File: src/rtl/e17_mon_pkg.sv
// Shared encodings for the e17 output monitor: tracked-state enum and the
// y-bus patterns (bit k of a pattern corresponds to output yk).
package e17_mon_pkg;

  typedef enum logic [3:0] {
    UNK = 4'd0,
    S1  = 4'd1,
    S2  = 4'd2,
    S3  = 4'd3,
    S4  = 4'd4,
    S5  = 4'd5,
    S6  = 4'd6,
    S7  = 4'd7,
    S8  = 4'd8,
    S9  = 4'd9,
    S10 = 4'd10,
    S11 = 4'd11
  } state_t;

  // One bit per state encoding; bit 0 (UNK) is never a legal source.
  typedef logic [11:0] src_mask_t;

  function automatic logic [17:1] ybit(input int k);
    return 17'(1) << (k - 1);
  endfunction

  function automatic src_mask_t smask(input state_t s);
    return src_mask_t'(1) << s;
  endfunction

  localparam logic [17:1] Y_S2_A  = ybit(7) | ybit(9) | ybit(15);
  localparam logic [17:1] Y_S2_B  = ybit(1) | ybit(9) | ybit(14) | ybit(15);
  localparam logic [17:1] Y_S3    = ybit(1) | ybit(8) | ybit(9);
  localparam logic [17:1] Y_S4    = ybit(1) | ybit(2) | ybit(3);
  localparam logic [17:1] Y_S5    = ybit(10) | ybit(11);
  localparam logic [17:1] Y_S6    = ybit(2) | ybit(10);
  localparam logic [17:1] Y_S7_A  = ybit(4);
  localparam logic [17:1] Y_S7_B  = ybit(5);
  localparam logic [17:1] Y_S8    = ybit(16);
  localparam logic [17:1] Y_S9_A  = ybit(6);
  localparam logic [17:1] Y_S9_B  = ybit(13);
  localparam logic [17:1] Y_S10   = ybit(1);
  localparam logic [17:1] Y_S11   = ybit(8) | ybit(9) | ybit(17);
  localparam logic [17:1] Y_S1    = ybit(12);

endpackage

File: src/rtl/e17_pat_decode.sv
// Combinational classifier: maps a y-bus pattern to its destination state
// and the set of states it may legally be emitted from.
module e17_pat_decode
  import e17_mon_pkg::*;
(
  input  logic [17:1] y,
  output logic        valid,
  output state_t      dst,
  output src_mask_t   src
);

  always_comb begin
    valid = 1'b1;
    dst   = UNK;
    src   = '0;
    case (y)
      Y_S2_A:         begin dst = S2;  src = smask(S1) | smask(S7); end
      Y_S2_B:         begin dst = S2;  src = smask(S5) | smask(S6); end
      Y_S3:           begin dst = S3;  src = smask(S1) | smask(S7) | smask(S10); end
      Y_S4:           begin dst = S4;  src = smask(S1) | smask(S5); end
      Y_S5:           begin dst = S5;  src = smask(S1) | smask(S3); end
      Y_S6:           begin dst = S6;  src = smask(S1) | smask(S7); end
      Y_S7_A, Y_S7_B: begin dst = S7;  src = smask(S1) | smask(S3) | smask(S4) | smask(S5); end
      Y_S8:           begin dst = S8;  src = smask(S2) | smask(S9); end
      Y_S9_A:         begin dst = S9;  src = smask(S3); end
      Y_S9_B:         begin dst = S9;  src = smask(S5) | smask(S6); end
      Y_S10:          begin dst = S10; src = smask(S7); end
      Y_S11:          begin dst = S11; src = smask(S8); end
      Y_S1:           begin dst = S1;  src = smask(S11); end
      default:        valid = 1'b0;
    endcase
  end

endmodule

File: src/rtl/e17_out_monitor.sv
// Passive monitor for the e17 FSM: tracks its state from observed y/x on the
// falling edge, flags illegal patterns and suppressed s10 payloads.
module e17_out_monitor
  import e17_mon_pkg::*;
#(
  parameter int ERR_THRESH = 4,
  parameter int CNT_W      = 8
) (
  input  logic             clk,
  input  logic             rst,
  input  logic             en,
  input  logic [8:1]       x,
  input  logic [17:1]      y,
  output logic [3:0]       state_est,
  output logic             pat_err,
  output logic             sup_err,
  output logic [CNT_W-1:0] err_cnt,
  output logic             alarm
);

  state_t          state_q;
  state_t          state_d;
  logic            pat_d;
  logic            sup_d;
  logic [CNT_W-1:0] cnt_d;
  logic            code_valid;
  state_t          code_dst;
  src_mask_t       code_src;
  logic            unused_x;

  assign unused_x  = ^{x[7:4], x[2]};
  assign state_est = state_q;

  e17_pat_decode u_decode (
    .y     (y),
    .valid (code_valid),
    .dst   (code_dst),
    .src   (code_src)
  );

  always_comb begin
    state_d = state_q;
    pat_d   = 1'b0;
    sup_d   = 1'b0;
    if (y != '0) begin
      if (code_valid) begin
        state_d = code_dst;
        pat_d   = (state_q != UNK) && !code_src[state_q];
      end else begin
        state_d = UNK;
        pat_d   = 1'b1;
      end
    end else begin
      // Idle cycles only carry meaning in states whose exit depends on x.
      case (state_q)
        S3:  if (!x[8]) state_d = S1;
        S7:  if (!x[8] && !x[1] && x[3]) state_d = S1;
        S10: begin
          if (x[3]) begin
            state_d = S1;
          end else begin
            state_d = S3;
            sup_d   = 1'b1;
          end
        end
        S8, S9: begin
          state_d = UNK;
          pat_d   = 1'b1;
        end
        default: state_d = state_q;
      endcase
    end
    cnt_d = err_cnt;
    if ((pat_d || sup_d) && (err_cnt != '1))
      cnt_d = err_cnt + CNT_W'(1);
  end

  // Everything, pulses included, freezes while en is low.
  always_ff @(negedge clk or negedge rst) begin
    if (!rst) begin
      state_q <= S1;
      pat_err <= 1'b0;
      sup_err <= 1'b0;
      err_cnt <= '0;
      alarm   <= 1'b0;
    end else if (en) begin
      state_q <= state_d;
      pat_err <= pat_d;
      sup_err <= sup_d;
      err_cnt <= cnt_d;
      alarm   <= alarm | (int'(cnt_d) >= ERR_THRESH);
    end
  end

endmodule
File: config.mk
export PLATFORM = sky130hd
export DESIGN_NAME = e17_out_monitor
export DESIGN_NICKNAME = d
export VERILOG_FILES = /design/src/rtl/e17_mon_pkg.sv /design/src/rtl/e17_pat_decode.sv /design/src/rtl/e17_out_monitor.sv
export SDC_FILE = /design/constraint.sdc
export NUM_CORES = 1
export LEC_CHECK = 0
export ABC_AREA = 0
export BUFFER_PORTS_ARGS = -buffer_cell sky130_fd_sc_hd__buf_4
export CAP_MARGIN = 30
export CORE_MARGIN = 2
export CORE_UTILIZATION = 56
export DETAILED_ROUTE_END_ITERATION = 10
export GPL_TIMING_DRIVEN = 0
export PLACE_DENSITY_LB_ADDON = 0.12
export SYNTH_ARGS = -nofsm -noshare
export SYNTH_HDL_FRONTEND = slang
export SYNTH_SLANG_ARGS = --single-unit
File: constraint.sdc
create_clock -name clk -period 4 [get_ports clk]
set_input_delay 0.4 -clock clk [delete_from_list [all_inputs] [get_ports clk]]
set_output_delay 0.4 -clock clk [all_outputs]
set_load 0.005 [all_outputs]
==> results of run 1 <==
metrics by stage:
stage	utilization, %	hold WS, ns	total power, mW
5_1_grt	82.6	0.481	0.632
2_1_floorplan	-	0.438	0.364
4_1_cts	79.6	0.439	0.579
6_report	82.6	0.446	0.590
3_3_place_gp	72.9	0.431	0.468
3_5_place_dp	72.9	0.438	0.478
worst max-delay path, stage by stage:
cell and delay (ns):
buf_8 0.10, or4_4 0.56, or4_4 0.55, o31ai_2 0.21, o2bb2ai_1 0.16, o211ai_1 0.19
a41o_4 0.31, nor3b_4 0.18, mux2_4 0.30
area by class of cell:
class                           count  area, um^2
Clock inverter                      2        8.76
Sequential cell                    15         377
Fill cell                         152         434
Timing Repair Buffer               49         387
Multi-Input combinational cell    154        1190
Inverter                            6        22.5
Clock buffer                        3        22.5
Buffer                              3        22.5
Tap cell                           30        37.5
state kept, by name, indices dropped and copies added (netlist names):
signal / flops
alarm: 1
pat_err: 1
sup_err: 1
state_est: 4
err_cnt: 8
worst paths after layout:
kind / cells after the start / to / startpoint
min in group asynchronous: 1 / state_est[2] / rst
max: 9 / err_cnt[1] / y[10]
max reg2reg: 9 / err_cnt[7] / state_est[3]
max in group asynchronous: 1 / state_est[0] / rst
min reg2reg: 1 / pat_err / pat_err
min: 1 / pat_err / pat_err
layer usage:
metal	wire, um	vias up	GRT usage [%]
li1	-	812	-
met4	108	0	7.67
met1	1860	832	34.9
met5	0	-	0
met2	2300	109	48.6
met3	419	17	5.12
layout by cell type (no fill, tap or decap), types with 3 or more instances in the layout:
| cell type | instances |
|---|---|
| inv_1 | 7 |
| buf_6 | 3 |
| or4_4 | 6 |
| nand2b_1 | 4 |
| nor4_2 | 3 |
| nor3_2 | 4 |
| clkbuf_4 | 3 |
| nor2_1 | 14 |
| a32oi_1 | 3 |
| nor4b_1 | 3 |
| and4_1 | 3 |
| nor3_1 | 10 |
| dfrtn_1 | 14 |
| a21oi_1 | 7 |
| nand3_1 | 5 |
| xnor2_1 | 6 |
| and2_1 | 4 |
| nor4_1 | 3 |
| buf_4 | 45 |
| nand2_1 | 18 |
repair_timing:
item / in CTS / in global routing
setup endpoints to repair: 14 / 15
setup buffers: 8 / 5
gates resized for setup: 19 / 11
pin swaps: 15 / 6
power breakdown:
group,switching [mW],internal (mW)
logic,0.105,0.137
clock network,0.0579,0.0385
registers,0.0583,0.193
cells by family (layout without fill, tap and decap cells):
group                    Yosys count  after routing  share of synthesized area (%)
multiplexers                       5              5                           3.94
XOR/XNOR                           7              7                           4.10
flip-flops                        15             15                           25.2
AO/OA/AOI/OAI                     36             36                           19.6
buffers and inverters             11             63                           3.35
adder cells (fa/ha/maj)            1              1                          0.837
AND/OR/NAND/NOR                  105            105                           43.0
==> metrics, run 1 <==
die height=55.7 um; Syn Inst Count=180; post-synth net total=209; DRT Pass-1 Iters=5; Nets=262; Setup Viol. Count Final=12; post-synth cell types=61; Post-CTS Hold Buffers=0; ys async rst share=100%; biggest area consumer among synthesized cells=dfrtn_1; Seq cells post-synth=15; CTS sink cnt=15; vias in the first global route=between 1,500 and 2,000; Max H-tree Level=1; clk_lat worst skew=0.34 ns; setup TNS=-7.67 ns; Synth area leaders=dfrtn_1 23%, nor3_1 4.7%, nand2_1 4.5%, nor2_1 4.0%, xnor2_1 3.5%; violated checks=negative setup slack; drc violations=0; Setup CP Type=in -> reg; dpl cells=around 250; Synth Area per Inst=around 8.3 um^2; share of post-route cells with drive strength above 1=39.2%; Worst-path clk slew=roughly 0.07 ns; status=finished with violations; Die ar.=3100 um^2; DR vias/cell=6.76; Cell Rows=18; CP Launch Type=input port; core area=2500 um^2; worst-path maximum fanout=7; Routed WL=4.69 mm; fin. max-slew vios=0; FF-to-FF setup slack=1.28 ns; Place WS=-1.28 ns; leakage power=0.796 nW; Non-Filler Instances=262; I/O pins=43; share of the synthesized area in the top cell type=a little under a quarter; Initial DRC Count=154; first-pass GRT wire length=7.09 mm; PortBufs=36; worst min-delay path class=reg -> reg; Final WS setup=-0.840 ns; synth warn=0; Tightest Pin Transition=0.626 ns; dominant cell by count in the synthesized netlist=nand2_1; VDD IR max=0.386 mV; Area Growth Syn to Fin=38.3%; Root Buffer=clkbuf_4; most instantiated cells after synthesis=18 x nand2_1, 16 x nor2_1, 14 x dfrtn_1, 14 x nor3_1; slew margin rel.=57.9%; placed cell area=1820 um^2; Detail Route Antenna Nets=0; Fin. Hold Viols=0; Total GRT Usage=27.8%; initial core utilization=around 60%; grt total ovfl=0; gpl congestion=0.861; largest net degree at the start of global routing=16; Diodes inserted=0; # Max-Cap Violations=0; Via Count=between 1,500 and 2,000; RSZ-0062 raised after global routing=true; initial antenna violation count=0; CTS tree=done; Mapped Area=around 1500 um^2; power per cell area=around 290 nW/um^2; total CTS buffers=3; data arrival time of the worst path=2.98 ns; wire length per cell=17.9 um; worst clock skew=between 0.05 and 0.06 ns; clock tree buffer depth=2; chip width=around 56 um; Main synth FF type=dfrtn_1; number of synthesized flops with an enable pin=0; endpoint class of the critical path=register; register area share after synthesis=25.2%; CP required=2.14 ns; DP HPWL=3.02 mm; cell area after layout=about 2100 um^2
(Power assumes the default switching activity.)
==> run 2, diff against run 1 <==
--- a/config.mk
+++ b/config.mk
@@ -12,2 +12,3 @@
 export CORE_UTILIZATION = 56
+export CTS_CLUSTER_DIAMETER = 80
 export DETAILED_ROUTE_END_ITERATION = 10
==> constraint.sdc (replaced) <==
create_clock -name clk -period 4 [get_ports clk]
set_input_delay 0.2 -clock clk [delete_from_list [all_inputs] [get_ports clk]]
set_output_delay 0.2 -clock clk [all_outputs]
set_load 0.005 [all_outputs]
==> run 2 against run 1 <==
The run still ends with negative setup slack left. Core utilization fell by 3.2 points. Sequential cell count did not move. Global-route usage grew 1.0 points. Sequential share of layout area grew 0.72 points. Design area is 3.8% lower. Setup slack improved by 0.051 ns. Power shrank 1.1%. Wire length shrank 2.3%.
==> metrics, run 2 (same netlist as run 1, synthesis figures left out) <==
status=finished with violations; violated checks=negative setup slack; worst-path maximum fanout=7; Via Count=1,750; chip width=55.7 um; largest net degree at the start of global routing=16; Routed WL=between 4 and 5 mm; initial core utilization=59.8%; wire length per cell=17.9 um; share of post-route cells with drive strength above 1=35.0%; Detail Route Antenna Nets=0; core area=about 2500 um^2; Crit path top cell by count=a21oi_1; commonest non-fill, non-tap cell in the layout=buf_4; vias in the first global route=roughly 1,600; Initial DRC Count=around 130; Diodes inserted=0; clk_lat worst skew=0.35 ns; worst min-delay path class=reg -> reg; total CTS buffers=3; initial antenna violation count=0; multi-input logic area=1160 um^2; Nets=256; Reg with most FFs=err_cnt; fin. max-slew vios=0; hold path cells=1; grt total ovfl=0; Post-CTS Hold Buffers=0; Area Growth Syn to Fin=33.0%; Cell Rows=18; CP max stage delay=between 0.5 and 0.6 ns; Total GRT Usage=slightly below 30%; worst-case reg-to-reg path depth=9; Max H-tree Level=1; CP Launch Type=input port; final hold slack=between 0.4 and 0.5 ns; Fill cells=173; Final WS setup=-0.789 ns; I/O pins=43; DR vias/cell=about 6.8; power per cell area=about 300 nW/um^2; Setup CP Type=in -> reg; DRT Pass-1 Iters=5; VDD IR max=between 0.4 and 0.5 mV; DP HPWL=roughly 3.2 mm; Largest register FFs=8; leakage power=0.767 nW; Tightest Pin Transition=0.707 ns; worst clock skew=0.0654 ns; RSZ-0062 raised after global routing=true; Root Buffer=clkbuf_4; Fin. Hold Viols=0; Worst-path clk slew=0.06 ns; CP cell instances=buf_8 > or4_4 > buf_4 > nor4_1 > a21oi_1 > a21oi_1 > o221ai_4 > a41o_4 > nor3b_4 > mux2_4; # Max-Cap Violations=0; data arrival time of the worst path=2.93 ns; drc violations=0; slew margin rel.=52.5%; CTS sink cnt=15; first-pass GRT wire length=7.28 mm; die height=~56 um; CP required=2.14 ns; register area=377 um^2; Util after Layout=between 70% and 80%; PortBufs=36; CTS tree=done; slowest stage cell, crit path=nor4_1; Setup Viol. Count Final=13; Place WS=-1.05 ns; setup TNS=-6.99 ns; clock tree buffer depth=2; Die ar.=3100 um^2; endpoint class of the critical path=register; leading cell types in the layout, fill and taps excluded=40 x buf_4, 17 x nand2_1, 15 x nor2_1; gpl congestion=0.894
-- run 2: power by group --
group | total, mW | leakage [nW] | internal (mW) | switching (mW)
Clock | 0.0921 | 0.0192 | 0.0379 | 0.0542
Combinational | 0.238 | 0.565 | 0.133 | 0.105
Sequential | 0.254 | 0.183 | 0.193 | 0.0605
Total | 0.583 | 0.767 | 0.364 | 0.220
-- run 2: final cells by class --
type	instances	area share, %
plain buffers	3	1.13
clock buffers	3	1.13
clock inverters	2	0.441
inverters	6	1.13
multi-input cells	154	58.3
flip-flops and latches	15	19.0
well taps	30	1.89
repair buffers	43	17.0
-- run 2: routing by layer --
layer	track usage [%]	vias to the layer above	share of wire [%]
li1	-	797	-
met4	8.36	0	3.3
met1	38.0	815	41
met5	0	-	0
met3	5.35	33	7.3
met2	48.1	105	49
-- run 2: path summary, 6_finish.rpt --
kind                            slack (ns)      endpoint         start
worst min-delay path                  0.45       pat_err       pat_err
worst min register to register        0.45       pat_err       pat_err
worst max register to register        1.26    err_cnt[7]  state_est[3]
worst max-delay path                 -0.79    err_cnt[1]         y[10]
max in group asynchronous             2.06  state_est[0]           rst
min in group asynchronous             1.64  state_est[2]           rst
-- run 2: metrics by stage --
step	instances	total power [mW]	area (um^2)
2_1_floorplan	180	0.364	1510
3_3_place_gp	246	0.467	1820
3_5_place_dp	246	0.481	1820
4_1_cts	254	0.578	1940
5_1_grt	256	0.631	1990
6_report	256	0.583	1990
-- run 2: what timing repair did --
action | in CTS | in global routing
buffers inserted | 4 | 3
pin swaps | 9 | 7
gates resized for setup | 16 | 6
endpoints found under the setup margin | 13 | 13
-- run 2: critical path, delay by kind of cell --
family                 cells  cell delay [ns]
AND/OR/NAND/NOR            3             1.34
AO/OA/AOI/OAI              4             0.83
multiplexers               1             0.30
buffers and inverters      2             0.26
==> run 3, diff against run 2 <==
- CORE_ASPECT_RATIO: not set -> 0.7
==> run 3 against run 2 <==
The flow finishes with violations (design-rule violations, negative setup slack). Setup slack better by 0.098 ns. Critical path type unchanged. Die area grew 0.22%. Sequential power hardly changed. Design area grew 5.5%. Final cell count increased by 3.5%. First-iteration DRC count grew to 2.8 times the previous value. Sequential cell count unchanged.
==> metrics, run 3 (same netlist as run 1, synthesis figures left out) <==
commonest non-fill, non-tap cell in the layout=buf_4; VDD IR max=0.326 mV; leakage power=a little over 0.8 nW; Util after Layout=84.0%; Fin. Hold Viols=0; slew margin rel.=58.9%; CP required=~2.1 ns; initial antenna violation count=0; Die ar.=between 3000 and 4000 um^2; die height=around 47 um; Setup CP Type=in -> reg; Non-Filler Instances=265; data arrival time of the worst path=around 2.8 ns; gpl congestion=0.968; clock tree buffer depth=2; CTS tree=done; Initial DRC Count=371; grt total ovfl=0; Detail Route Antenna Nets=0; I/O pins=43; CP Launch Type=input port; RSZ-0062 raised after global routing=true; drc violations=1; Total GRT Usage=29.9%; worst min-delay path class=reg -> reg; DP HPWL=about 3.2 mm; Worst-path clk slew=approximately 0.040 ns; Routed WL=5.54 mm; fin. max-slew vios=0; setup TNS=-6.14 ns; dpl cells=250; leading cell types in the layout, fill and taps excluded=44 x buf_4, 18 x nand2_1, 15 x nor2_1; worst clock skew=0.0440 ns; Area Growth Syn to Fin=40.3%; share of post-route cells with drive strength above 1=36.8%; Diodes inserted=0; Final WS setup=-0.691 ns; chip width=~66 um; PortBufs=36; DRT Pass-1 Iters=11; Tightest Pin Transition=0.609 ns; violated checks=design-rule violations, negative setup slack; # Max-Cap Violations=0; Root Buffer=clkbuf_8; placed cell area=roughly 1800 um^2; clk_lat worst skew=between 0.3 and 0.4 ns; power per cell area=297 nW/um^2; wire length per cell=20.9 um; total CTS buffers=3; CTS sink cnt=15; vias in the first global route=1,455; Setup Viol. Count Final=10; cell area after layout=2100 um^2; Via Count=1,944; Largest register FFs=8; Fill cells=136; largest net degree at the start of global routing=16; initial core utilization=59.8%; Reg with most FFs=err_cnt; Cell Rows=15; Nets=261; endpoint class of the critical path=register; DR vias/cell=7.34; first-pass GRT wire length=6.93 mm; core area=2500 um^2; status=finished with violations; Max H-tree Level=1; worst-path maximum fanout=7; total power=0.622 mW
run 3: cell count changes in the layout (fill, tap and decap cells not counted), sizes merged:
| cell | previous run | this run |
|---|---|---|
| clkinvlp | 1 | 0 |
| clkbuf | 5 | 6 |
| buf | 44 | 49 |
run 3: area by class of cell:
cell class,count,area (um^2),area share (%)
Clock inverter,1,3.75,0.179
Sequential cell,15,377,18.0
Tap cell,34,42.5,2.03
Multi-Input combinational cell,154,1200,57.4
Clock buffer,4,45.0,2.15
Inverter,6,22.5,1.07
Timing Repair Buffer,48,379,18.1
Buffer,3,22.5,1.07
run 3: critical path, cell delays in order:
cell	delay, ns
buf_8	0.10
or4_4	0.57
buf_6	0.15
nor2_4	0.12
nand3_4	0.09
or4_4	0.56
o31ai_4	0.08
a41o_4	0.16
nor3b_4	0.38
nand4_1	0.18
xnor2_1	0.19
run 3: routing by layer:
layer	part of all wire, %	GRT usage [%]	up-vias
li1	-	-	809
met1	39	43.3	884
met2	43	45.7	195
met3	13	7.91	56
met4	5.7	5.42	0
met5	0	0	-
run 3: timing repair:
item / in CTS / in global routing
cloned: 0 / 0
buffers inserted: 9 / 4
pin swaps: 13 / 4
resized for setup: 19 / 11
setup endpoints to repair: 14 / 14
hold buffers: 0 / 0
run 3: metrics by stage:
| stage | hold slack (ns) | setup WS [ns] |
|---|---|---|
| 4_1_cts | 0.439 | -0.624 |
| 6_report | 0.465 | -0.691 |
| 3_5_place_dp | 0.439 | -1.20 |
| 3_3_place_gp | 0.435 | -1.06 |
| 2_1_floorplan | 0.438 | -0.737 |
| 5_1_grt | 0.479 | -0.771 |
run 3: final timing paths:
check / end / slack (ns) / from / cells past startpoint
max: err_cnt[7] / -0.69 / y[10] / 11
min: pat_err / 0.47 / pat_err / 1
max reg2reg: err_cnt[7] / 1.14 / state_est[3] / 9
min reg2reg: pat_err / 0.47 / pat_err / 1
max in group asynchronous: state_est[0] / 2.01 / rst / 1
min in group asynchronous: pat_err / 1.67 / rst / 1
run 3: report_power, final:
part           internal, mW  switching, mW
logic                 0.135          0.106
clock network        0.0719         0.0533
registers             0.193         0.0619
